$ cat config.mk
export PLATFORM = sky130hd
export DESIGN_NAME = sevseg_scan_ctrl
export DESIGN_NICKNAME = d
export VERILOG_FILES = /design/src/rtl/sevseg_scan_ctrl.sv
export SDC_FILE = /design/constraint.sdc
export NUM_CORES = 1
export LEC_CHECK = 0
export BUFFER_PORTS_ARGS = -buffer_cell sky130_fd_sc_hd__buf_2
export CORE_ASPECT_RATIO = 1.75
export CORE_MARGIN = 2
export CORE_UTILIZATION = 30
export DETAILED_ROUTE_END_ITERATION = 8
export GPL_TIMING_DRIVEN = 0
export MAX_ROUTING_LAYER = met4
export SLEW_MARGIN = 20
export SYNTH_ARGS = -nofsm -noshare
export SYNTH_HDL_FRONTEND = slang
export SYNTH_SLANG_ARGS = --single-unit
$ cat constraint.sdc
create_clock -name clk -period 3.1 [get_ports clk]
set_clock_uncertainty 0.15 [all_clocks]
set_input_delay 0.155 -clock clk [delete_from_list [all_inputs] [get_ports clk]]
set_output_delay 0.155 -clock clk [all_outputs]
set_load 0.005 [all_outputs]
$ cat src/rtl/sevseg_scan_ctrl.sv
`default_nettype none
// ============================================================================
// Module   : sevseg_scan_ctrl
// Purpose  : Multiplexed N-digit hex display driver. It holds a shadow copy of
//            the hex word and commits that copy to the active copy only at a
//            frame boundary, so the display never tears. One active-low anode
//            is enabled per slot, with a ghosting guard at the start of each
//            slot. It also handles per-digit blanking, leading-zero
//            suppression and decimal points.
// Revision : 1.0 - initial release
// ============================================================================
module sevseg_scan_ctrl #(
  parameter int N_DIGITS = 4,
  parameter int TICK_DIV = 100000,
  parameter int GUARD    = 2
) (
  input  logic                  clk,
  input  logic                  rst,
  input  logic [4*N_DIGITS-1:0] data_in,
  input  logic [N_DIGITS-1:0]   dp_in,
  input  logic [N_DIGITS-1:0]   blank_in,
  input  logic                  lz_en,
  input  logic                  load,
  output logic [N_DIGITS-1:0]   an,
  output logic [6:0]            ca,
  output logic                  dp,
  output logic                  frame_tick
);

  localparam int CNT_W = (TICK_DIV > 1) ? $clog2(TICK_DIV) : 1;
  localparam int IDX_W = (N_DIGITS > 1) ? $clog2(N_DIGITS) : 1;
  localparam logic [CNT_W-1:0] c_cnt_last = CNT_W'(TICK_DIV - 1);
  localparam logic [IDX_W-1:0] c_idx_last = IDX_W'(N_DIGITS - 1);
  localparam logic [CNT_W-1:0] c_guard    = CNT_W'(GUARD);

  logic [CNT_W-1:0]      cnt_q;
  logic [IDX_W-1:0]      idx_q;
  logic [4*N_DIGITS-1:0] shadow_data_q, active_data_q;
  logic [N_DIGITS-1:0]   shadow_dp_q, active_dp_q;
  logic                  pending_q;
  logic [N_DIGITS-1:0]   an_q, an_d;
  logic [6:0]            ca_q, ca_d;
  logic                  dp_q, dp_d;
  logic                  frame_tick_q;

  logic                  w_slot_end;
  logic                  w_wrap;
  logic [N_DIGITS-1:0]   w_zero_from;  // bit i: active digits i..N-1 are all zero
  logic [N_DIGITS-1:0]   w_vis;
  logic [3:0]            w_digit;

  assign w_slot_end = (cnt_q == c_cnt_last);
  assign w_wrap     = w_slot_end && (idx_q == c_idx_last);
  assign w_digit    = active_data_q[{idx_q, 2'b00} +: 4];

  // Segment pattern for one hex digit, {CA..CG}, active-low.
  function automatic logic [6:0] hex7(input logic [3:0] h);
    logic [6:0] s;
    case (h)
      4'h0: s = 7'b0000001;
      4'h1: s = 7'b1001111;
      4'h2: s = 7'b0010010;
      4'h3: s = 7'b0000110;
      4'h4: s = 7'b1001100;
      4'h5: s = 7'b0100100;
      4'h6: s = 7'b0100000;
      4'h7: s = 7'b0001111;
      4'h8: s = 7'b0000000;
      4'h9: s = 7'b0000100;
      4'hA: s = 7'b0001000;
      4'hB: s = 7'b1100000;
      4'hC: s = 7'b0110001;
      4'hD: s = 7'b1000010;
      4'hE: s = 7'b0110000;
      default: s = 7'b0111000;
    endcase
    return s;
  endfunction

  // Slot counter and digit index; the index wraps after the last digit.
  always_ff @(posedge clk or posedge rst) begin
    if (rst) begin
      cnt_q <= '0;
      idx_q <= '0;
    end else if (w_slot_end) begin
      cnt_q <= '0;
      idx_q <= (idx_q == c_idx_last) ? '0 : idx_q + IDX_W'(1);
    end else begin
      cnt_q <= cnt_q + CNT_W'(1);
    end
  end

  // Shadow capture on load. The shadow is committed to the active copy only at
  // the frame wrap, so a load coinciding with the wrap stays pending.
  always_ff @(posedge clk or posedge rst) begin
    if (rst) begin
      shadow_data_q <= '0;
      shadow_dp_q   <= '0;
      active_data_q <= '0;
      active_dp_q   <= '0;
      pending_q     <= 1'b0;
      frame_tick_q  <= 1'b0;
    end else begin
      frame_tick_q <= w_wrap;
      if (w_wrap && pending_q) begin
        active_data_q <= shadow_data_q;
        active_dp_q   <= shadow_dp_q;
      end
      if (load) begin
        shadow_data_q <= data_in;
        shadow_dp_q   <= dp_in;
        pending_q     <= 1'b1;
      end else if (w_wrap) begin
        pending_q     <= 1'b0;
      end
    end
  end

  // Digit visibility. Leading zeros are found from the top digit downwards;
  // digit 0 is never suppressed, so "0" still shows.
  always_comb begin
    logic run;
    run         = 1'b1;
    w_zero_from = '0;
    w_vis       = '0;
    for (int i = N_DIGITS - 1; i >= 0; i--) begin
      run            = run & (active_data_q[4*i +: 4] == 4'h0);
      w_zero_from[i] = run;
    end
    for (int i = 0; i < N_DIGITS; i++) begin
      w_vis[i] = ~blank_in[i] & ~(lz_en & (i > 0) & w_zero_from[i]);
    end
  end

  // Next output values. All dark during the guard window or for a hidden digit.
  always_comb begin
    an_d = '1;
    ca_d = 7'h7F;
    dp_d = 1'b1;
    if ((cnt_q >= c_guard) && w_vis[idx_q]) begin
      an_d = ~(N_DIGITS'(1) << idx_q);
      ca_d = hex7(w_digit);
      dp_d = ~active_dp_q[idx_q];
    end
  end

  // Registered pin drivers, so an/ca/dp never glitch.
  always_ff @(posedge clk or posedge rst) begin
    if (rst) begin
      an_q <= '1;
      ca_q <= 7'h7F;
      dp_q <= 1'b1;
    end else begin
      an_q <= an_d;
      ca_q <= ca_d;
      dp_q <= dp_d;
    end
  end

  assign an         = an_q;
  assign ca         = ca_q;
  assign dp         = dp_q;
  assign frame_tick = frame_tick_q;

endmodule
`default_nettype wire

## Yosys cells after proc, flatten, opt, wreduce, memory -nomap -nowiden

Memories as Yosys holds them, arrays and structs flattened.
Index checks and enable logic that the tools add are counted.

| storage, ports and cells | value |
|---|---|
| register bits | 73 |
| bits in read-only memories | 112 |
| input port bits | 28 |
| output and inout bits | 13 |
| word-level logic and storage cells | 55 |
| memories | 1 |

Memories:

| name | words | bits a word | rd ports | clocked after memory_dff | wr ports | RTL line | RTL |
|---|---|---|---|---|---|---|---|
| (no name shown) | 16 | 7 | 1 | 0 | 0 | 59 | `case (h)` |

| operators by class | value |
|---|---|
| $add $sub $neg | 2 |
| $lt $le $gt $ge | 2 |
| equality and inequality tests | 2 |
| shift-type cells | 2 |
| mux-type cells | 11 |
| bitwise logic cells | 17 |
| reduce and logical (&&, ||, !) cells | 7 |

Operator list:

| operator | count |
|---|---|
| 17-bit by 1-bit adder with 17-bit output (second input constant) | 1 |
| 17-bit == test (second input constant) | 1 |
| 17-bit by 2-bit >= comparator with 1-bit output (second input constant) | 1 |
| 17-bit 2-to-1 mux | 1 |
| 16-bit by 5-bit indexed part select with 4-bit output | 1 |
| 4-bit logical NOT | 3 |
| 1-bit bitwise AND | 8 |
| 1-bit NOT | 8 |
| 7-bit 2-to-1 mux | 1 |
| 1-bit 2-to-1 mux | 5 |
| 1-bit binary-select mux with 2-bit select | 2 |
| 4-bit 2-to-1 mux | 1 |
| 4-bit NOT | 1 |
| 1-bit by 2-bit left shift with 4-bit output (first input constant) | 1 |
| 1-bit logical AND | 3 |
| 2-bit by 3-bit < comparator with 1-bit output (second input constant) | 1 |
| 2-bit by 1-bit adder with 2-bit output (second input constant) | 1 |
| 2-bit == test (second input constant) | 1 |
| 2-bit 2-to-1 mux | 1 |
| 2-bit nonzero test | 1 |

## Logic depth before layout (Yosys ltp)

| logic depth | value |
|---|---|
| depth after elaboration | 10 |
| gate-level depth with buffers | 7 |
| mapped depth without buffers | 6 |

## Worst setup path before layout

No wires, ideal clock.

| timing path | value |
|---|---|
| path kind | flip-flop to flip-flop |
| start point | register idx_q[0] |
| end point | register ca_q[3], in the netlist ca[3] |
| data arrival time | 1.951 ns |
| required time | 2.864 ns |
| path slack | 0.912 ns |
| stages on the path, launching flop included | 7 |
| cells stage by stage | dfrtp_1 > buf_2 > mux4_2 > ha_1 > mux2_1 > a21oi_1 > o211ai_2 |

| on the way | value |
|---|---|
| word-level cells in the longest chain between the ends | 4 |
| elaborated cells between the ends (all ways) | 6 |
| classes of those cells | 1 x shift; 3 x mux; 1 x reduce/logical; 1 x memory |

Ends and longest elaborated chain:

| what | RTL line | RTL |
|---|---|---|
| start: declaration | 37 | `logic [IDX_W-1:0] idx_q;` |
| start signal: assignment | 87 | `idx_q <= (idx_q == c_idx_last) ? '0 : idx_q + IDX_W'(1);` |
| branches (longest 3 deep; another with memory read 16 x 7 bit) | - |  |
| 7-bit 2-to-1 mux (*) | 140 | `if ((cnt_q >= c_guard) && w_vis[idx_q]) begin` |
| named net ca_d[3] | 42 | `logic [6:0] ca_q, ca_d;` |
| end signal: assignment | 151 | `ca_q <= 7'h7F;` |
| end signal: assignment | 155 | `ca_q <= ca_d;` |
| end: declaration | 42 |  |

Mark *: on every way through the listed nets, which the timed path passes. The select of a mux whose other input is x is not followed.
A chain may end at the register's enable or synchronous reset.

## Final worst setup path

Same ends and word-level chain as after synthesis.

==> qor.txt <==
=================================================================================
Status ............................................................. finished, final reports clean
Cell Count Post-Placement ..........................................          437
Post-Synthesis Cell Area ...........................................   3467 sq um
Starting utilization of the core area ..............................       0.3028
Start point of the worst min-delay path ............................  blank_in[1]
CP max stage delay .................................................      0.61 ns
Global routing usage summed across all routing layers ..............       0.1181
Clock tree from TritonCTS ..........................................         done
Post-synthesis register bit count ..................................           73
Crit path capture type .............................................    flip-flop
GRT Residual Overflow ..............................................            0
Rel. slew slack ....................................................       0.5907
Inserted Clock Buffers .............................................            9
Via count of the first global-routing pass .........................        2,286
Post-CTS sizing ....................................................            0
Proportion of layout cells with a drive suffix above 1 .............       0.3971
Vias after detailed routing ........................................        2,213
Antenna diodes .....................................................            0
Pins over their slew limit .........................................            0
WS Path Type ....................................................... flip-flop to flip-flop
Initial DRT Pass Iterations ........................................            4
Count of pins on the block boundary ................................           41
Wire length per cell ...............................................     13.51 um
DP Wirelength ......................................................     4.832 mm
Buffers from clock root to sink, at most ...........................            2
Multi-input gate area ..............................................   1503 sq um
Worst-case setup slack after placement .............................    0.7674 ns
Path class of the lowest-slack min-delay path ...................... input port to flip-flop
Synthesized area per cell ..........................................  13.28 sq um
Maximum number of pins on one net before global-route repair .......           53
Fmax ...............................................................    427.6 MHz
Worst endpoint required time .......................................      3.20 ns
Max-cap viol count .................................................            0
Number of non-filler instances in the completed layout .............          475
DRC errors left ....................................................            0
Part of the Yosys area used for sequential elements ................       0.5312
Chip height ........................................................     146.2 um
R2r startpoint .....................................................     idx_q[0]
Worst Setup Slack, final ...........................................    0.7612 ns
List of cells traversed by the critical path ....................... buf_2 > mux4_2 > ha_1 > mux2_1 > a21oi_1 > o211ai_2
Number of enable-type register cells in the synthesized netlist ....            0
Shortest period the worst path allows ..............................     2.339 ns
Number of antenna violations at the first check in global routing ..            0
Synthesis-to-finish area growth ....................................       27.07%
Worst vdd ir .......................................................     362.1 uV
Count of standard-cell rows ........................................           52
Signal arrival time at the worst endpoint ..........................      2.44 ns
Drt initial violations .............................................          109
PD cells ........................................................... 502.3 nW/um^2
Slowest cell on crit path .......................................... sky130_fd_sc_hd__mux4_2
Root buffer cell ................................................... sky130_fd_sc_hd__clkbuf_16
Buffers plus inverters on the worst setup path .....................            1
Final Net Count ....................................................          375
Most numerous cell types in the synthesized netlist ................ sky130_fd_sc_hd__dfrtp_1 (61), sky130_fd_sc_hd__mux2_2 (21), sky130_fd_sc_hd__mux2_4 (20)
Die area ........................................................... 12,470 sq um
Yosys warning total ................................................            0
Sum of routed wire length over all layers ..........................     6.415 mm
Count of distinct cell types in the synthesized netlist ............           45
Startpoint of the worst setup timing path ..........................     idx_q[0]
Setup TNS after final layout .......................................         0 ns
Area contributors post-synth ....................................... sky130_fd_sc_hd__dfrtp_1 (44%), sky130_fd_sc_hd__dfstp_2 (9.1%), sky130_fd_sc_hd__mux2_4 (8.7%)
Startpoint type of the worst setup path ............................    flip-flop
Total setup violations reported at the end of the flow .............            0
First-pass GRT wire length .........................................     11.28 mm
CORE AREA .......................................................... 11,450 sq um
Final clock period utilization by the worst path ...................       0.7545
Register clock-pin slew on the reported worst setup and hold paths .      0.06 ns
Unrepaired setup endpoints after global routing ....................        false
Post-route ant nets ................................................            0
GPL Wtd Cong .......................................................       0.8416
Sequential standard cell area ......................................   1842 sq um
Leakage component of the power .....................................     1.970 nW
Predominant post-synthesis flop cell ............................... sky130_fd_sc_hd__dfrtp_1
Slew at the pin with the worst max-slew slack ......................    0.6140 ns
Largest fanout on the critical path ................................            9
Fillcell total .....................................................        1,123
R2R Setup Slk ......................................................      0.76 ns
Leading area contributor after synthesis ........................... sky130_fd_sc_hd__dfrtp_1
Cell with the most instances after synthesis ....................... sky130_fd_sc_hd__dfrtp_1
Synth Net Count ....................................................          301
Deepest level of the CTS H-tree ....................................            3
Share of synthesized flip-flops with an asynchronous set or reset ..        1.000
Clk_lat worst skew .................................................      0.33 ns
Number of I/O port buffers .........................................           40
Final Hold Fails ...................................................            0
Cell count after synthesis .........................................          261
CTS Sinks ..........................................................           73
Via density ........................................................        4.659
Area share of the leading cell type in the synthesized netlist .....       0.4403
Dominant delay contributor by cell family on the critical path ..... multiplexers
Die width ..........................................................     85.27 um
=================================================================================
final cells by class:
| type | instances | share of cell area |
|---|---|---|
| flip-flops and latches | 73 | 0.4181 |
| plain buffers | 10 | 0.01931 |
| inverters | 10 | 0.009088 |
| multi-input cells | 168 | 0.3411 |
| clock inverters | 7 | 0.02130 |
| repair buffers | 63 | 0.1017 |
| clock buffers | 9 | 0.05112 |
| well taps | 135 | 0.03834 |
cells by family after synthesis:
family / Yosys count / synth area share
DFF: 73 / 0.5312
xor gates and xnor gates: 14 / 0.03537
AOI/OAI and AO/OA: 21 / 0.04800
buffers and inverters: 20 / 0.03536
adders and majority gates: 12 / 0.04330
and+or+nand+nor: 70 / 0.1068
muxes: 51 / 0.1999
per-stage QoR:
stage                 util  instance area, sq um  hold slack [ns]  power (W)
floorplan                -                  3467           0.1566   0.001072
global placement    0.3350                  3836           0.2366   0.001107
detailed placement  0.3376                  3866         -0.01934   0.001115
CTS                 0.3847                  4405           0.1013   0.002250
global route        0.3847                  4405           0.1338   0.002305
finish              0.3847                  4405           0.1188   0.002213
sequential cells by signal (all words and copies together), names as in the netlist:
name	flops
cnt_q	17
pending_q	1
shadow_dp_q	4
dp	1
idx_q	2
frame_tick	1
active_dp_q	4
shadow_data_q	16
ca	7
active_data_q	16
an	4
worst min-delay path, stage by stage:
cell and delay, ns:
sky130_fd_sc_hd__buf_2 0.09, sky130_fd_sc_hd__o31ai_1 0.07, sky130_fd_sc_hd__o211a_2 0.16, sky130_fd_sc_hd__o221ai_1 0.08
routing by layer:
metal	GRT usage	wire, um
met4	0.05476	145
met1	0.1367	2632
met3	0.02770	239
met2	0.1918	3397
met5	-	0
power by group:
group	switching [W]	leakage, nW	internal, W	total (W)
clock network	0.000393	0.152	0.000703	0.00110
registers	0.0000146	0.913	0.000988	0.00100
logic	0.0000461	0.904	0.0000681	0.000114
total	0.000453	1.97	0.00176	0.00221
layout by cell type, fill, tap and decap left out, types with 4 or more instances in the layout:
cell,Yosys,final
sky130_fd_sc_hd__o211ai_2,4,4
sky130_fd_sc_hd__nand3_1,10,10
sky130_fd_sc_hd__mux2_4,20,20
sky130_fd_sc_hd__inv_1,9,8
sky130_fd_sc_hd__ha_1,12,12
sky130_fd_sc_hd__o21ai_0,4,4
sky130_fd_sc_hd__nand2_1,18,18
sky130_fd_sc_hd__dfstp_2,12,12
sky130_fd_sc_hd__nor4_1,5,5
sky130_fd_sc_hd__buf_2,3,43
sky130_fd_sc_hd__clkbuf_16,0,9
sky130_fd_sc_hd__mux4_2,4,4
sky130_fd_sc_hd__mux2_2,21,21
sky130_fd_sc_hd__xnor2_1,11,11
sky130_fd_sc_hd__dfrtp_1,61,61
sky130_fd_sc_hd__nor2_1,17,17
sky130_fd_sc_hd__dlygate4sd3_1,0,22
path summary, 6_finish.rpt:
path                             end  cells past startpoint
hold reg to reg            cnt_q[14]                      1
min in group asynchronous   cnt_q[0]                      3
setup / recovery               ca[3]                      6
max in group asynchronous      ca[0]                      4
hold / removal                 ca[4]                      4
setup reg to reg               ca[3]                      6
repair_timing:
action                    in CTS  in global routing
hold buffers                  22                  0
setup buffers                  0                  0
hold endpoints to repair      90                  0
Power figures use the tool's default switching activity.
